==> src/rtl/msb_pkg.sv <==
// Shared types and widths for the MSB position encoder/decoder pair.
// Latency: none (declarations only).
// Backpressure: n/a.
package msb_pkg;

    localparam int VEC_W = 8;
    localparam int POS_W = 3;
    localparam int CNT_W = 2;

    typedef enum logic [1:0] {
        ST_IDLE    = 2'd0,
        ST_COLLECT = 2'd1,
        ST_HOLD    = 2'd2
    } state_t;

endpackage

==> src/rtl/pos_to_onehot.sv <==
// Bit position to one-hot vector.
// Latency: combinational.
// Backpressure: n/a.
module pos_to_onehot
    import msb_pkg::*;
(
    input  logic [POS_W-1:0] pos,
    output logic [VEC_W-1:0] onehot
);

    assign onehot = VEC_W'(1) << pos;

endmodule

==> src/rtl/msb_pos_decoder.sv <==
// Rebuilds an 8-bit vector from a frame of descending bit positions.
// Latency: result valid the cycle after the in_last beat is accepted.
// Backpressure: in_ready low while a result is held awaiting out_ready.
module msb_pos_decoder
    import msb_pkg::*;
#(
    parameter int MAX_POS = 3
) (
    input  logic             clk,
    input  logic             rst,
    input  logic [POS_W-1:0] in_pos,
    input  logic             in_valid,
    input  logic             in_last,
    output logic             in_ready,
    output logic [VEC_W-1:0] out_vec,
    output logic [CNT_W-1:0] out_cnt,
    output logic             out_err,
    output logic             out_valid,
    input  logic             out_ready
);

    state_t           state_q, state_d;
    logic [VEC_W-1:0] vec_q, vec_d;
    logic [CNT_W-1:0] cnt_q, cnt_d;
    logic             err_q, err_d;
    logic [POS_W-1:0] prev_q, prev_d;

    logic [VEC_W-1:0] pos_onehot;
    logic             accept;
    logic             first_beat;
    logic             overflow;
    logic             order_bad;
    logic             legal;

    pos_to_onehot u_pos_to_onehot (
        .pos    (in_pos),
        .onehot (pos_onehot)
    );

    assign in_ready  = (state_q != ST_HOLD);
    assign out_valid = (state_q == ST_HOLD);
    assign out_vec   = vec_q;
    assign out_cnt   = cnt_q;
    assign out_err   = err_q;

    assign accept     = in_valid && in_ready;
    // prev_q is meaningless before the first beat, so ordering is only checked afterwards.
    assign first_beat = (state_q == ST_IDLE);
    assign overflow   = (cnt_q == CNT_W'(MAX_POS));
    assign order_bad  = !first_beat && (in_pos >= prev_q);
    assign legal      = !overflow && !order_bad;

    always_comb begin
        state_d = state_q;
        vec_d   = vec_q;
        cnt_d   = cnt_q;
        err_d   = err_q;
        prev_d  = prev_q;
        case (state_q)
            ST_IDLE, ST_COLLECT: begin
                if (accept) begin
                    if (legal) begin
                        vec_d  = vec_q | pos_onehot;
                        cnt_d  = cnt_q + CNT_W'(1);
                        prev_d = in_pos;
                    end else begin
                        err_d = 1'b1;
                    end
                    state_d = in_last ? ST_HOLD : ST_COLLECT;
                end
            end
            ST_HOLD: begin
                if (out_ready) begin
                    state_d = ST_IDLE;
                    vec_d   = '0;
                    cnt_d   = '0;
                    err_d   = 1'b0;
                    prev_d  = '0;
                end
            end
            default: begin
                state_d = ST_IDLE;
                vec_d   = '0;
                cnt_d   = '0;
                err_d   = 1'b0;
                prev_d  = '0;
            end
        endcase
    end

    always_ff @(posedge clk or posedge rst) begin
        if (rst) begin
            state_q <= ST_IDLE;
            vec_q   <= '0;
            cnt_q   <= '0;
            err_q   <= 1'b0;
            prev_q  <= '0;
        end else begin
            state_q <= state_d;
            vec_q   <= vec_d;
            cnt_q   <= cnt_d;
            err_q   <= err_d;
            prev_q  <= prev_d;
        end
    end

endmodule

==> config.mk <==
export PLATFORM = sky130hd
export DESIGN_NAME = msb_pos_decoder
export DESIGN_NICKNAME = d
export VERILOG_FILES = /design/src/rtl/msb_pkg.sv /design/src/rtl/pos_to_onehot.sv /design/src/rtl/msb_pos_decoder.sv
export SDC_FILE = /design/constraint.sdc
export NUM_CORES = 1
export LEC_CHECK = 0
export BUFFER_PORTS_ARGS = -buffer_cell sky130_fd_sc_hd__buf_2
export CORE_MARGIN = 5
export CORE_UTILIZATION = 46
export DETAILED_ROUTE_END_ITERATION = 7
export PLACE_DENSITY = 0.73
export SLEW_MARGIN = 20
export SYNTH_ARGS = -nofsm -noshare
export SYNTH_HDL_FRONTEND = slang
export SYNTH_HIERARCHICAL = 1
export SYNTH_SLANG_ARGS = --single-unit
==> constraint.sdc <==
create_clock -name clk -period 1.6 [get_ports clk]
set_input_delay 0.32 -clock clk [delete_from_list [all_inputs] [get_ports clk]]
set_output_delay 0.32 -clock clk [all_outputs]
set_load 0.05 [all_outputs]
==> Implementation_results.wiki <==
{| class="wikitable"
! Metric !! Value
|-
| Status || finished with violations
|-
| Failing checks || setup timing
|-
| Synth-to-Final Area Change || 37.9%
|-
| Mean cell area of the mapped netlist || 11.5 um2
|-
| Routability cong. || 0.765
|-
| Setup TNS || -0.830 ns
|-
| Number of input and output port buffers inserted || 20
|-
| Max Freq || 596 MHz
|-
| Number of maximum-capacitance constraint violations || 0
|-
| Data required time of the critical path || 1.83 ns
|-
| Vias in the first global route || 673
|-
| Top cells by area, synth || dfrtp_1 (46%), a22o_1 (8.0%), ha_1 (5.7%)
|-
| Tmin final || 1.68 ns
|-
| Count of nets after finishing || 123
|-
| Cell area power density || 1580 mW/mm2
|-
| Arrival time of data at the critical path endpoint || 1.90 ns
|-
| Worst path max stage delay || 0.40 ns
|-
| Fraction of synthesized cell area taken by the top area cell type || 45.8%
|-
| Combined area of the multi-input logic cells || 494 um2
|-
| Post-detail-place hpwl || 1.37 mm
|-
| Clock latency of the later-clocked register in the worst-skew pair || 0.28 ns
|-
| Final hold violation count || 0
|-
| Initial antenna violation count || 0
|-
| Die Area || 0.00287 mm2
|-
| Portion of the post-synthesis area used by sequential elements || 45.8%
|-
| Vert. Die Dim || 53.6 um
|-
| Count of inserted antenna diode cells || 0
|-
| Ports || 21
|-
| Grt ovf || 0
|-
| Worst path slowest cell || dfrtp_1
|-
| Critical path launch point type || flop
|-
| Element type at the critical path end || flop
|-
| H-tree depth reported by CTS || 1
|-
| Synth async-reset ratio || 100%
|-
| Worst reg2reg path depth || 6
|-
| Int Pwr || 1080 uW
|-
| TritonCTS sink count || 16
|-
| Synth warnings || 6
|-
| Unrepaired setup endpoints after global routing || true
|-
| Crit path kind || reg2reg
|-
| Ratio of cells with drive above 1 in the final layout || 54.5%
|-
| Total number of placement rows || 15
|-
| Final count of negative-setup-slack endpoints || 12
|-
| Static power due to leakage || 0.000600 uW
|-
| Total Power Consumption || 1910 uW
|-
| Transition time of the tightest slew-check pin || 0.598 ns
|-
| Clock-pin slew on the worst setup and hold paths || 0.10 ns
|-
| Top cells by instance count after synthesis || dfrtp_1 (16), a22o_1 (8), inv_1 (8)
|-
| Total standard cell area after synthesis || 875 um2
|-
| Timing startpoint of the critical path || prev_q[0]
|-
| Final critical-path setup slack || -0.0774 ns
|-
| Number of antenna-violating nets in the routed design || 0
|-
| Relative slew margins || 60.1%
|-
| Placeable core region || 0.00176 mm2
|-
| Synth Instances || 76
|-
| Capturing instance or port of the critical path || out_vec[4]
|-
| Drt initial violations || 28
|-
| Portion of the clock cycle consumed by the worst path in the final layout || 105%
|-
| Wire length of the first global-routing pass || 3.03 mm
|-
| Clock share of power || 14.0%
|-
| X dimension of the die || 53.6 um
|-
| Share of total power in combinational logic || 53.9%
|-
| EDFF count, synth || 0
|-
| Sequential group share of total power || 32.1%
|-
| Library cell occupying the most area in the post-synthesis netlist || dfrtp_1
|-
| Post-CTS Hold Fix Bufs || 0
|-
| Cell at the root of the clock tree || clkbuf_4
|-
| Length of the first detailed-routing pass in iterations || 4
|-
| Total routed wirelength || 1.96 mm
|-
| Vias per std cell || 5.19
|-
| Overall routing resource usage || 14.7%
|-
| Top fanout value on the critical path || 6
|-
| Initial Util || 49.6%
|-
| Post-route DRC || 0
|-
| Distinct cell type count of the synthesized netlist || 32
|-
| Area used by sequential logic in the layout || 403 um2
|-
| Endpoint of the worst register-to-register path || out_vec[4]
|-
| Number of synthesized register bits || 16
|-
| Count leader, synth || dfrtp_1
|-
| Type of the tightest min-delay check || in2async
|-
| Routed wire per std cell || 14.5 um
|-
| Max-slew violation count || 0
|-
| Switch Pwr || 832 uW
|-
| Clock tree from TritonCTS || done
|-
| Number of buffers created by CTS || 3
|-
| RR Startpoint || prev_q[0]
|-
| Number of buffers between clock root and the deepest sink || 2
|-
| Worst Skew || 0.000972 ns
|-
| R2R Setup Slk || -0.08 ns
|-
| Most used flip-flop cell after synthesis || dfrtp_1
|-
| Filler cell count in the final layout || 142
|-
| Pin count of the biggest net entering global routing || 17
|-
| Cell breakdown of the critical path || ha_1 -> nor2b_2 -> o21ai_4 -> a2111oi_4 -> buf_4 -> a22o_1
|-
| Net switching fraction of the power || 43.5%
|-
| Total number of vias || 701
|-
| IR drop worst, VDD || 950 uV
|-
| Syn Nets || 88
|}
[layout by cell type (no fill, tap or decap), drive strengths merged]
cell type	instances
buf	33
clkinvlp	1
clkbuf	4
ha	4
a31o	1
o22ai	1
nor2	3
mux2i	1
o21ai	2
a22o	12
nor2b	2
o31ai	1
and3	2
nor4	1
a211oi	2
and3b	3
mux2	1
a311o	1
a21oi	2
nand2	2
dfrtp	16
or2b	1
nor3b	4
nor3	1
nor4b	1
inv	7
a2111oi	1
[layer usage]
| layer | routed length (um) | vias up | global-route usage [%] | share of wire (%) |
|---|---|---|---|---|
| li1 | - | 357 | - | - |
| met1 | 856 | 333 | 18.4 | 44 |
| met2 | 1040 | 9 | 25.5 | 53 |
| met3 | 50 | 2 | 2.49 | 2.5 |
| met4 | 16 | 0 | 5.11 | 0.82 |
| met5 | 0 | - | 0 | 0 |
[sequential cells by signal, indices dropped and copies added, names as in the netlist]
name and flops:
prev_q 3, state_q 2, out_cnt 2, out_err 1, out_vec 8
[power by group through the flow]
| stage | Clock [uW] | Combinational (uW) | Sequential [uW] |
|---|---|---|---|
| floorplan | 0 | 389 | 887 |
| global placement | 0 | 856 | 610 |
| detailed placement | 0 | 874 | 614 |
| CTS | 272 | 949 | 609 |
| global route | 286 | 1100 | 629 |
| finish | 268 | 1030 | 613 |
[layout make-up]
| type | instances | area share [%] |
|---|---|---|
| multi-input cells | 49 | 41.0 |
| clock buffers | 4 | 3.01 |
| flip-flops and latches | 16 | 33.4 |
| well taps | 25 | 2.59 |
| inverters | 8 | 2.80 |
| repair buffers | 33 | 17.2 |
[metrics by stage]
stage	utilization (%)	cells	setup slack [ns]	instance area [um2]	hold slack, ns
after detailed placement	60.8	127	-0.139	1070	0.419
after floorplan	-	76	0.00610	897	0.234
after global placement	60.8	127	-0.0948	1070	0.418
after global routing	68.4	135	-0.170	1210	0.160
after CTS	66.0	134	-0.0370	1160	0.110
final	68.4	135	-0.0774	1210	0.0880
[logic make-up after synthesis]
family | share of synthesized area [%]
buffers and inverters | 6.15
AO/OA/AOI/OAI | 24.5
multiplexers | 2.43
AND/OR/NAND/NOR | 15.5
flip-flops | 45.8
adder cells (fa/ha/maj) | 5.72
[worst min path at each step]
stage	start	endpoint	slack, ns	cells past startpoint
3_3_place_gp	rst	out_err	0.42	2
5_1_grt	rst	out_vec[2]	0.16	2
3_5_place_dp	rst	out_err	0.42	2
6_report	rst	out_vec[7]	0.09	2
4_1_cts	rst	out_vec[7]	0.11	2
2_1_floorplan	rst	out_err	0.23	1
[critical path, delay by kind of cell, from the launching register on]
kind,cells,cell delay [ns]
compound gates,3,0.56
fa+ha+maj,1,0.29
buf+inv,1,0.21
flops,1,0.40
simple gates,1,0.17
[repair_timing]
| item | in CTS | in global routing |
|---|---|---|
| resized for setup | 7 | 5 |
| pin swaps | 3 | 7 |
| gates cloned | 1 | 0 |
| buffers inserted | 2 | 1 |
| setup endpoints to repair | 13 | 14 |
(Power assumes the default switching activity.)
